$ cat config.mk
export PLATFORM = sky130hd
export DESIGN_NAME = fetch_unit
export DESIGN_NICKNAME = d
export VERILOG_FILES = /design/src/rtl/fetch_unit.sv
export SDC_FILE = /design/constraint.sdc
export NUM_CORES = 1
export LEC_CHECK = 0
export ABC_AREA = 0
export BUFFER_PORTS_ARGS = -buffer_cell sky130_fd_sc_hd__buf_2
export CAP_MARGIN = 20
export CORE_MARGIN = 10
export CORE_UTILIZATION = 30
export CTS_BUF_LIST = sky130_fd_sc_hd__clkbuf_16
export CTS_CLUSTER_DIAMETER = 120
export CTS_CLUSTER_SIZE = 12
export DETAILED_ROUTE_END_ITERATION = 16
export PLACE_DENSITY = 0.6
export RECOVER_POWER = 50
export SETUP_SLACK_MARGIN = 0.02
export SYNTH_ARGS = -nofsm -noshare
export SYNTH_HDL_FRONTEND = slang
export SYNTH_SLANG_ARGS = --single-unit
$ cat constraint.sdc
create_clock -name CLK -period 2.5 [get_ports CLK]
set_clock_uncertainty 0.1 [all_clocks]
set_input_delay 0.125 -clock CLK [delete_from_list [all_inputs] [get_ports CLK]]
set_output_delay 0.125 -clock CLK [all_outputs]
set_load 0.02 [all_outputs]
$ cat src/rtl/fetch_unit.sv
// fetch_unit: PC/return-address/IR owner with a timed request-response instruction fetch and IR field decode
module fetch_unit #(
  parameter int ADDR_W = 16,
  parameter logic [ADDR_W-1:0] RESET_VECTOR = '0,
  parameter int MAX_WAIT = 15
) (
  input  logic              CLK,
  input  logic              Reset,
  input  logic              PCWrite,
  input  logic [1:0]        PCSelect,
  input  logic              IRWrite,
  input  logic              Call,
  input  logic [ADDR_W-1:0] jr_addr,
  output logic [ADDR_W-1:0] imem_addr,
  output logic              imem_req,
  input  logic              imem_ack,
  input  logic              imem_valid,
  input  logic [15:0]       imem_data,
  output logic [ADDR_W-1:0] PC,
  output logic [ADDR_W-1:0] ReturnAddr,
  output logic [15:0]       IR,
  output logic [3:0]        Opcode,
  output logic [2:0]        RegSelect,
  output logic [2:0]        RegSelect2,
  output logic              locationSelect,
  output logic [3:0]        funct,
  output logic [11:0]       Imm12,
  output logic              fetch_busy,
  output logic              fetch_err
);
  localparam int CW = $clog2(MAX_WAIT + 1);
  typedef enum logic [1:0] {S_IDLE, S_REQ, S_WAIT} state_t;
  state_t state_q, state_d;
  logic [ADDR_W-1:0] pc_q, pc_d, pc_next, ra_q, ra_d, addr_q, addr_d;
  logic [15:0] ir_q, ir_d;
  logic [CW-1:0] cnt_q, cnt_d, cnt_inc;
  logic err_q, err_d, drop_q, drop_d, rst_drop, valid_eff, timeout;
  always_comb begin
    pc_next = PCSelect == 2'd0 ? pc_q + ADDR_W'(1) :
              PCSelect == 2'd1 ? RESET_VECTOR :
              PCSelect == 2'd2 ? jr_addr : {pc_q[ADDR_W-1:12], ir_q[11:0]};
    pc_d = PCWrite ? pc_next : pc_q;
    ra_d = Call ? pc_q : ra_q;
    valid_eff = imem_valid & ~drop_q;
    cnt_inc = cnt_q + CW'(1);
    timeout = cnt_inc == CW'(MAX_WAIT);
    state_d = state_q;
    addr_d = addr_q;
    ir_d = ir_q;
    cnt_d = cnt_q;
    err_d = err_q;
    drop_d = drop_q & ~imem_valid;
    case (state_q)
      S_IDLE: begin
        if (IRWrite) begin
          addr_d = pc_q;
          cnt_d = '0;
          state_d = S_REQ;
        end
      end
      S_REQ: begin
        cnt_d = cnt_inc;
        if (imem_ack && valid_eff) begin
          ir_d = imem_data;
          state_d = S_IDLE;
        end else if (imem_ack) begin
          state_d = S_WAIT;
        end else if (timeout) begin
          err_d = 1'b1;
          state_d = S_IDLE;
        end
      end
      S_WAIT: begin
        cnt_d = cnt_inc;
        if (valid_eff) begin
          ir_d = imem_data;
          state_d = S_IDLE;
        end else if (timeout) begin
          err_d = 1'b1;
          state_d = S_IDLE;
        end
      end
      default: state_d = S_IDLE;
    endcase
    // an accepted request whose response has not yet shown up must be discarded after reset
    rst_drop = (drop_q & ~imem_valid) | (~valid_eff & (state_q == S_WAIT || (state_q == S_REQ && imem_ack)));
  end
  always_ff @(posedge CLK) begin
    if (Reset) begin
      state_q <= S_IDLE;
      pc_q <= RESET_VECTOR;
      ra_q <= '0;
      addr_q <= '0;
      ir_q <= '0;
      cnt_q <= '0;
      err_q <= 1'b0;
      drop_q <= rst_drop;
    end else begin
      state_q <= state_d;
      pc_q <= pc_d;
      ra_q <= ra_d;
      addr_q <= addr_d;
      ir_q <= ir_d;
      cnt_q <= cnt_d;
      err_q <= err_d;
      drop_q <= drop_d;
    end
  end
  assign imem_addr = addr_q;
  assign imem_req = state_q == S_REQ;
  assign fetch_busy = state_q != S_IDLE;
  assign fetch_err = err_q;
  assign PC = pc_q;
  assign ReturnAddr = ra_q;
  assign IR = ir_q;
  assign Opcode = ir_q[15:12];
  assign RegSelect = ir_q[11:9];
  assign RegSelect2 = ir_q[8:6];
  assign locationSelect = ir_q[5];
  assign funct = ir_q[3:0];
  assign Imm12 = ir_q[11:0];
endmodule

==> results.tsv, run 1 <==
stage	metric	value	unit
worst_hold_path	hold crit path type	input pin to register	
finish	sequential cell area	1440	µm²
critical_path	worst endpoint data arrival time	2260	ps
clock_tree	H-Tree Depth	3	
power	VDD IR-drop max	358	µV
clock_tree	later-pin clock latency in the skew report	340	ps
synth	Post-synth EDFFs	0	
grt	antenna violations before repair	0	
power	Leak	1.77	nW
routing	final WL	12700	µm
floorplan	Die Height	131	µm
grt	met2 GRT Util	24.2	%
synth	Synth cell types	49	
sta	fin crit share	84.8	%
place	GPL Wtd Cong	0.871	
critical_path	Cell Chain, Critical Path	and4_1, nand3_1, or4b_1, a31oi_1	
clock_tree	Clock Path Buffers	2	
clock_tree	post-CTS setup buffer count	0	
critical_path	crit-path max FO	10	
synth	Avg Cell Area, Syn	8.11	µm²
power	Tot Pwr	3.12	mW
grt	all-layer global routing usage	14.5	%
synth	Most used DFF post-synth	dfxtp_1	
critical_path	FF-to-FF End	PC[9]$_SDFFE_PP0P_	
grt	GR Layer Usage met3	5.00	%
routing	WL per Instance	17.8	µm
sta	actual slew at the worst max-slew pin	943	ps
critical_path	WP data required	2640	ps
clock_tree	Post-CTS Hold Buffers	17	
worst_hold_path	Worst Hold End	PC[14]$_SDFFE_PP0P_	
clock_tree	root buffer cell	clkbuf_16	
critical_path	FF-to-FF setup slack	380	ps
sta	Final WS setup	379	ps
sta	setup TNS	0	ps
grt	vias in the first global route	3837	
sta	Max Fclk	472	MHz
finish	layout cells sized above 1	14.7	%
critical_path	slowest CP cell	or4b_1	
finish	Area Overhead vs Synth	25.8	%
finish	Ant. Diodes	0	
grt	pin count of the biggest net entering global routing	44	
critical_path	CP endpoint kind	register	
floorplan	Die ar.	17100	µm²
clock_tree	CTS tree	done	
routing	drt pass-1 iters	5	
critical_path	delay-heaviest family, CP	simple AND/OR/NAND/NOR gates	
place	IO buf count	134	
sta	Slew headroom	37.1	%
synth	Async SR Flop Fraction	0	%
grt	met1 Usage GRT	16.8	%
critical_path	Register-to-Register Path Depth	4	
routing	Starting DRT DRC Count	261	
sta	RSZ-0062 raised after global routing	no	
place	dpl ws	277	ps
critical_path	delay of the slowest critical-path stage	570	ps
power	Pwr Density	674	nW/µm²
synth	Syn Inst Count	454	
sta	final hold violation count	0	
sta	final setup fails	0	
floorplan	Rows	40	
synth	flops & latches, synth	72	
sta	final worst path period need	2120	ps
grt	gr busiest metal	met2	
clock_tree	Post-CTS Resized	0	
clock_tree	Inserted Clock Buffers	9	
routing	via count	3762	
routing	drt drc	0	
routing	drt via density	5.25	
critical_path	critical path launch point type	register	
critical_path	CP Buf/Inv Count	0	
floorplan	die width	131	µm
grt	gr ovfl total	0	
finish	Nets	613	
run_status	status	finished clean	
synth	Yosys Warn Count	0	
critical_path	Crit Path Category	register to register	
grt	global-route wire length before repair	19600	µm
job	number of max-cap violations	0	
place	detailed placement HPWL	9220	µm
clock_tree	Reg clk slew, reported paths	60	ps
clock_tree	CTS Sinks	72	
floorplan	area of the core	12000	µm²
finish	final core utilization	38.5	%
finish	Fill cells	1264	
floorplan	I/O pin total	135	
routing	ANT nets after route	0	
synth	Mapped Area	3680	µm²
sta	Final Max Tran Viols	0	
worst_hold_path	Hold Crit Start	jr_addr[14]	
synth	syn_nets	502	
synth	register area share after synthesis	39.2	%
critical_path	R2R Path Start	PC[4]$_SDFFE_PP0P_	
finish	Multi-input gate area	1830	µm²
floorplan	Starting Density	30.6	%
worst_hold_path	hold depth	3	
## layer usage
layer,vias up,part of all wire [%]
met3,14,8.4
met2,160,49
li1,1803,-
met4,0,1.3
met5,-,0
met1,1785,41
## worst reg2reg max path, delay by kind of cell, from the launching register on
family / cells / cell delay, ps
AO/OA/AOI/OAI: 1 / 190
flip-flops: 1 / 520
AND/OR/NAND/NOR: 3 / 1220
## registers in the layout, indices dropped and copies added (netlist names)
| name | cells |
|---|---|
| IR | 16 |
| PC | 16 |
| ReturnAddr | 16 |
| cnt_q | 4 |
| drop_q | 1 |
| fetch_err | 1 |
| imem_addr | 16 |
| state_q | 2 |
## area by class of cell
type | count | share of cell area [%]
Multi-Input combinational cell | 308 | 39.5
Sequential cell | 72 | 31.1
Clock inverter | 7 | 2.05
Inverter | 14 | 1.14
Tap cell | 147 | 3.97
Timing Repair Buffer | 160 | 17.4
Clock buffer | 9 | 4.86
## cells in the mapped netlist (2+ instances only)
library cell | instances | area [µm²]
buf_6 | 2 | 22.5
ha_1 | 7 | 87.6
a21oi_1 | 49 | 245
buf_4 | 31 | 233
inv_1 | 13 | 48.8
a211oi_1 | 3 | 22.5
o32ai_1 | 5 | 43.8
nand2b_1 | 2 | 12.5
mux2i_1 | 25 | 250
nor2_1 | 28 | 105
clkbuf_1 | 22 | 82.6
a31oi_1 | 5 | 31.3
nand2_1 | 45 | 169
buf_2 | 2 | 10.0
and2_1 | 4 | 25.0
or3_1 | 2 | 12.5
nor2b_1 | 3 | 18.8
buf_1 | 3 | 11.3
o22a_1 | 2 | 17.5
mux2_2 | 3 | 33.8
nand3b_1 | 4 | 30.0
dfxtp_1 | 72 | 1440
a21bo_2 | 3 | 30.0
nand4b_1 | 2 | 17.5
nand3_1 | 31 | 155
and3_1 | 6 | 37.5
nand4_1 | 5 | 31.3
nor4_1 | 4 | 25.0
o21ai_0 | 43 | 215
nor3_1 | 4 | 20.0
or4_1 | 4 | 30.0
a22oi_1 | 2 | 15.0
a2111oi_0 | 2 | 17.5
## per-stage QoR
step	area, µm²	std cells	hold WS, ps
2_1_floorplan	3680	454	137
4_1_cts	4730	716	2.96
3_5_place_dp	4240	683	279
6_report	4630	717	9.45
5_1_grt	4630	717	23.0
3_3_place_gp	4240	683	266
## power breakdown
part           switching (mW)  internal (mW)  leakage [nW]  total (mW)
Combinational           0.316          0.161          1.03       0.477
Clock                   0.518          0.873         0.149        1.39
Sequential             0.0581           1.19         0.585        1.25
## placed cells by master (no fill, tap or decap), types with 4 or more instances in the layout
master,instances
mux2i_1,25
nand3b_1,4
inv_1,14
a21oi_1,49
nor3_1,4
dfxtp_1,72
clkbuf_1,81
and2_1,4
and3_1,6
nand4_1,5
nor4_1,4
o21ai_0,43
ha_1,7
o32ai_1,5
buf_4,8
buf_2,52
or4_1,4
a31oi_1,5
nor2_1,28
nand3_1,31
clkbuf_16,9
nand2_1,45
dlygate4sd3_1,17
## logic make-up (layout without fill, tap and decap cells)
logic type | Yosys count | after routing | share of synthesized area [%]
simple gates | 148 | 148 | 19.6
compound gates | 124 | 124 | 19.7
buf+inv | 74 | 190 | 11.2
flops | 72 | 72 | 39.2
mux | 28 | 28 | 7.72
fa+ha+maj | 7 | 7 | 2.38
xor+xnor | 1 | 1 | 0.238
## worst max-delay path by stage
stage	from	endpoint	slack (ps)	cells past startpoint
after floorplan	PC[4]$_SDFFE_PP0P_	PC[9]$_SDFFE_PP0P_	650	6
after global placement	state_q[1]$_SDFFE_PP0P_	IR[14]$_SDFFE_PP0P_	430	6
after detailed placement	state_q[1]$_SDFFE_PP0P_	IR[13]$_SDFFE_PP0P_	280	6
after CTS	state_q[1]$_SDFFE_PP0P_	IR[6]$_SDFFE_PP0P_	270	6
after global routing	PC[4]$_SDFFE_PP0P_	PC[9]$_SDFFE_PP0P_	250	4
final	PC[4]$_SDFFE_PP0P_	PC[9]$_SDFFE_PP0P_	380	4
(Power assumes the default switching activity.)
==> run 2: changes to the inputs <==
clock period = 2.1 ns   (was 2.5 ns; I/O delays follow)
==> results.tsv, run 2 (synthesis results as in run 1) <==
stage	metric	value	unit
run_status	status	finished clean	
sta	WHS	27.1	ps
worst_hold_path	Hold Crit Start	imem_ack	
clock_tree	post-CTS setup buffer count	0	
critical_path	CP endpoint kind	register	
finish	commonest non-fill, non-tap cell in the layout	clkbuf_1	
place	IO buf count	134	
place	detailed placement HPWL	9250	µm
place	dpl ws	-94.4	ps
floorplan	I/O pin total	135	
routing	drt drc	0	
critical_path	Register-to-Register Path Depth	6	
place	GPL Wtd Cong	0.867	
floorplan	Die ar.	17100	µm²
routing	drt pass-1 iters	4	
critical_path	crit-path max FO	6	
critical_path	FF-to-FF setup slack	100	ps
clock_tree	root buffer cell	clkbuf_16	
job	number of max-cap violations	0	
routing	final WL	12400	µm
floorplan	Die Height	131	µm
clock_tree	Clock Path Buffers	2	
finish	final core utilization	39.5	%
clock_tree	CTS Sinks	72	
clock_tree	Inserted Clock Buffers	9	
place	Area after DPL	4340	µm²
finish	sequential cell area	1440	µm²
place	dpl cells	697	
sta	final hold violation count	0	
finish	Fill cells	1269	
grt	antenna violations before repair	0	
finish	layout cells sized above 1	18.3	%
clock_tree	Reg clk slew, reported paths	60	ps
floorplan	area of the core	12000	µm²
clock_tree	later-pin clock latency in the skew report	340	ps
routing	ANT nets after route	0	
power	Tot Pwr	3.63	mW
grt	global-route wire length before repair	19500	µm
floorplan	Starting Density	30.6	%
sta	actual slew at the worst max-slew pin	664	ps
routing	Starting DRT DRC Count	247	
finish	most frequent cells in the layout	clkbuf_1 (73), dfxtp_1 (72), buf_2 (61)	
critical_path	critical path launch point type	register	
finish	Area Overhead vs Synth	29.0	%
critical_path	worst endpoint data arrival time	2170	ps
routing	WL per Instance	17.0	µm
sta	Slew headroom	55.7	%
floorplan	die width	131	µm
sta	final setup fails	0	
worst_hold_path	Worst Hold End	fetch_err$_SDFFE_PP0P_	
critical_path	Crit Path Category	register to register	
sta	RSZ-0062 raised after global routing	no	
grt	all-layer global routing usage	14.3	%
routing	drt via density	5.17	
critical_path	R2R Path Start	state_q[0]$_SDFFE_PP0P_	
finish	Multi-input gate area	1830	µm²
critical_path	WP data required	2270	ps
sta	Final WS setup	95.1	ps
clock_tree	H-Tree Depth	3	
grt	vias in the first global route	3890	
routing	via count	3790	
worst_hold_path	hold crit path type	input pin to register	
power	VDD IR-drop max	395	µV
critical_path	FF-to-FF End	cnt_q[3]$_SDFFE_PP0P_	
worst_hold_path	hold depth	4	
floorplan	Rows	40	
power	Leak	1.88	nW
sta	Final Max Tran Viols	0	
grt	gr ovfl total	0	
sta	fin crit share	95.5	%
grt	pin count of the biggest net entering global routing	43	
finish	Nets	629	
sta	Max Fclk	499	MHz
power	Pwr Density	765	nW/µm²
clock_tree	CTS tree	done	
finish	Ant. Diodes	0	
sta	final worst path period need	2000	ps
finish	fin area	4750	µm²
sta	setup TNS	0	ps
finish	Non-Filler Instances	733	
run 2: metal layers:
metal  vias up  share of wire, %  global-route usage, %
li1       1836                 -                      -
met1      1794                43                   16.6
met2       145                48                   23.8
met3        15               7.9                   5.56
met4         0               1.6                   4.51
met5         -                 0                      0
run 2: worst max-delay path, cell delays in order, from the launching register on:
cell	delay, ps
dfxtp_1	400
inv_1	90
ha_1	250
nor2b_1	180
or2_2	330
or4_1	420
a21oi_1	160
run 2: what timing repair did:
item,in CTS,in global routing
endpoints found under the hold margin,20,0
setup endpoints to repair,16,0
hold buffers,20,0
resized for setup,1,0
run 2: how the worst max path moves through the flow:
| stage | startpoint | endpoint | slack (ps) | cells after the start |
|---|---|---|---|---|
| final | state_q[0]$_SDFFE_PP0P_ | cnt_q[3]$_SDFFE_PP0P_ | 100 | 6 |
| after global routing | state_q[0]$_SDFFE_PP0P_ | cnt_q[3]$_SDFFE_PP0P_ | 40 | 6 |
| after CTS | state_q[0]$_SDFFE_PP0P_ | cnt_q[3]$_SDFFE_PP0P_ | 100 | 6 |
| after detailed placement | state_q[1]$_SDFFE_PP0P_ | IR[7]$_SDFFE_PP0P_ | -90 | 6 |
| after global placement | state_q[1]$_SDFFE_PP0P_ | IR[6]$_SDFFE_PP0P_ | 30 | 6 |
| after floorplan | PC[4]$_SDFFE_PP0P_ | PC[9]$_SDFFE_PP0P_ | 250 | 6 |
run 2: power breakdown:
part,internal (mW),switching [mW]
combinational,0.217,0.386
sequential,1.42,0.0587
clock,0.921,0.627
total,2.56,1.07
run 2: cell type report:
class | count | area share, %
clock buffer | 9 | 4.75
timing repair buffer | 176 | 19.9
inverter | 14 | 1.11
clock inverter | 7 | 1.48
tap | 147 | 3.88
multi-input combinational | 308 | 38.6
sequential | 72 | 30.4
==> run 3: changes to the inputs <==
ABC_AREA = 1   (was 0)
PLACE_DENSITY = 0.61   (was 0.6)
==> results.tsv, run 3 <==
stage	metric	value	unit
clock_tree	Post-CTS Resized	0	
power	VDD IR-drop max	410	µV
synth	Avg Cell Area, Syn	7.31	µm²
clock_tree	Post-CTS Hold Buffers	31	
clock_tree	Reg clk slew, reported paths	60	ps
worst_hold_path	Hold Crit Start	imem_data[15]	
synth	flops & latches, synth	72	
synth	Syn Inst Count	479	
floorplan	Starting Density	30.6	%
clock_tree	Inserted Clock Buffers	9	
critical_path	crit-path max FO	7	
critical_path	Register-to-Register Path Depth	9	
sta	RSZ-0062 raised after global routing	no	
sta	actual slew at the worst max-slew pin	573	ps
routing	ANT nets after route	0	
critical_path	critical path launch point type	register	
worst_hold_path	Worst Hold End	IR[15]$_SDFFE_PP0P_	
grt	pin count of the biggest net entering global routing	35	
synth	top-count cell post-synth	dfxtp_1	
worst_hold_path	hold crit path type	input pin to register	
synth	Synth cell types	27	
critical_path	Crit Path Category	register to register	
job	number of max-cap violations	0	
floorplan	Die Height	128	µm
grt	gr ovfl total	0	
routing	via count	3566	
sta	Final Max Tran Viols	0	
critical_path	FF-to-FF End	cnt_q[1]$_SDFFE_PP0P_	
synth	leading area contributor after synthesis	dfxtp_1	
place	IO buf count	134	
synth	Post-synth EDFFs	0	
clock_tree	CTS Sinks	72	
critical_path	R2R Path Start	state_q[0]$_SDFFE_PP0P_	
finish	Area Overhead vs Synth	31.4	%
clock_tree	H-Tree Depth	3	
clock_tree	later-pin clock latency in the skew report	330	ps
power	Pwr Density	841	nW/µm²
finish	most frequent cells in the layout	clkbuf_1 (83), dfxtp_1 (72), nand2_1 (69)	
sta	setup TNS	0	ps
floorplan	Rows	39	
place	GPL Wtd Cong	0.875	
critical_path	worst endpoint data arrival time	1850	ps
sta	Slew headroom	61.7	%
grt	vias in the first global route	3750	
synth	Yosys top cell area share	41.2	%
clock_tree	Clock Path Buffers	2	
grt	antenna violations before repair	0	
routing	final WL	11300	µm
worst_hold_path	hold depth	3	
sta	fin crit share	80.5	%
floorplan	die width	128	µm
finish	Nets	661	
synth	Async SR Flop Fraction	0	%
synth	Area contributors post-synth	dfxtp_1 (41%), a21oi_1 (9.7%), o21ai_0 (8.3%), nand2_1 (7.4%), buf_4 (5.8%)	
critical_path	WP data required	2260	ps
critical_path	FF-to-FF setup slack	410	ps
synth	syn_nets	527	
clock_tree	post-CTS setup buffer count	0	
routing	Starting DRT DRC Count	238	
finish	Ant. Diodes	0	
sta	final worst path period need	1690	ps
sta	final setup fails	0	
synth	Mapped Area	3500	µm²
grt	all-layer global routing usage	13.8	%
place	dpl cells	714	
clock_tree	root buffer cell	clkbuf_16	
floorplan	Die ar.	16400	µm²
critical_path	CP endpoint kind	register	
grt	global-route wire length before repair	18600	µm
floorplan	I/O pin total	135	
routing	drt via density	4.69	
place	Area after DPL	4100	µm²
place	detailed placement HPWL	8590	µm
power	Leak	1.84	nW
routing	WL per Instance	14.8	µm
sta	Max Fclk	591	MHz
synth	register area share after synthesis	41.2	%
finish	fin area	4600	µm²
synth	commonest cells in the netlist	dfxtp_1 (72), nand2_1 (69), a21oi_1 (68)	
synth	Yosys Warn Count	0	
finish	commonest non-fill, non-tap cell in the layout	clkbuf_1	
finish	layout cells sized above 1	15.5	%
routing	drt drc	0	
routing	drt pass-1 iters	4	
clock_tree	CTS tree	done	
synth	Most used DFF post-synth	dfxtp_1	
sta	final hold violation count	0	
run_status	status	finished clean	
finish	Non-Filler Instances	761	
floorplan	area of the core	11400	µm²
==> run 3: cell types whose count changed after synthesis, sizes merged, moves of 5 or more <==
cell	before	now
o32ai	5	0
mux2i	25	0
clkbuf	22	11
inv	13	59
a21oi	49	70
o21ai	43	75
and3	6	0
nand3	31	20
nand2	45	76
nor2	28	34
==> run 3: metrics by stage <==
| stage | setup slack [ps] | hold WS [ps] | util (%) | power, mW |
|---|---|---|---|---|
| CTS | 418 | 0.0870 | 41.2 | 3.95 |
| finish | 409 | 6.43 | 40.3 | 3.87 |
| global placement | 523 | 245 | 35.9 | 2.37 |
| global route | 158 | 0.921 | 40.3 | 4.07 |
| floorplan | 508 | 74.1 | - | 2.15 |
| detailed placement | 441 | 252 | 35.9 | 2.38 |
==> run 3: worst max path at each step <==
| stage | startpoint | to | slack, ps | depth (start not counted) |
|---|---|---|---|---|
| 2_1_floorplan | state_q[0]$_SDFFE_PP0P_ | cnt_q[1]$_SDFFE_PP0P_ | 510 | 9 |
| 3_3_place_gp | state_q[1]$_SDFFE_PP0P_ | IR[4]$_SDFFE_PP0P_ | 520 | 7 |
| 3_5_place_dp | state_q[1]$_SDFFE_PP0P_ | IR[1]$_SDFFE_PP0P_ | 440 | 7 |
| 4_1_cts | state_q[1]$_SDFFE_PP0P_ | IR[1]$_SDFFE_PP0P_ | 420 | 7 |
| 5_1_grt | state_q[1]$_SDFFE_PP0P_ | IR[15]$_SDFFE_PP0P_ | 160 | 7 |
| 6_report | state_q[0]$_SDFFE_PP0P_ | cnt_q[1]$_SDFFE_PP0P_ | 410 | 9 |
==> run 3: routing by layer <==
layer	track usage, %	part of all wire, %	wire length (µm)
met3	4.63	5.8	649
met2	24.1	49	5540
met5	0	0	0
met4	5.30	2.5	279
met1	15.0	43	4790
==> run 3: power breakdown <==
group          total (mW)  internal, mW  switching, mW  leakage, nW
Clock                1.52         0.919          0.597        0.139
Sequential           1.58          1.48         0.0997        0.593
Combinational       0.774         0.241          0.533         1.11
Total                3.87          2.64           1.23         1.84
==> run 3: kinds of logic (layout without fill, tap and decap cells) <==
group	count (synthesis)	in the layout	synth area share, %
AO/OA/AOI/OAI	157	157	23.6
buffers and inverters	105	244	14.8
adder cells (fa/ha/maj)	7	7	2.50
AND/OR/NAND/NOR	138	138	17.9
flip-flops	72	72	41.2
==> run 3: final cells by class <==
cell class                      instances  area [µm²]
Tap cell                              143         179
Clock inverter                          7        71.3
Timing Repair Buffer                  169         920
Sequential cell                        72        1440
Fill cell                            1254        6820
Clock buffer                            9         225
Inverter                               59         221
Multi-Input combinational cell        302        1540
==> run 3: critical path: stages, from the launching register on <==
cell and delay, ps:
dfxtp_1 380, inv_1 90, ha_1 220, inv_2 80
or2_1 130, nand2_2 110, nor2_2 130, inv_2 60
or2_1 200, a21oi_1 120
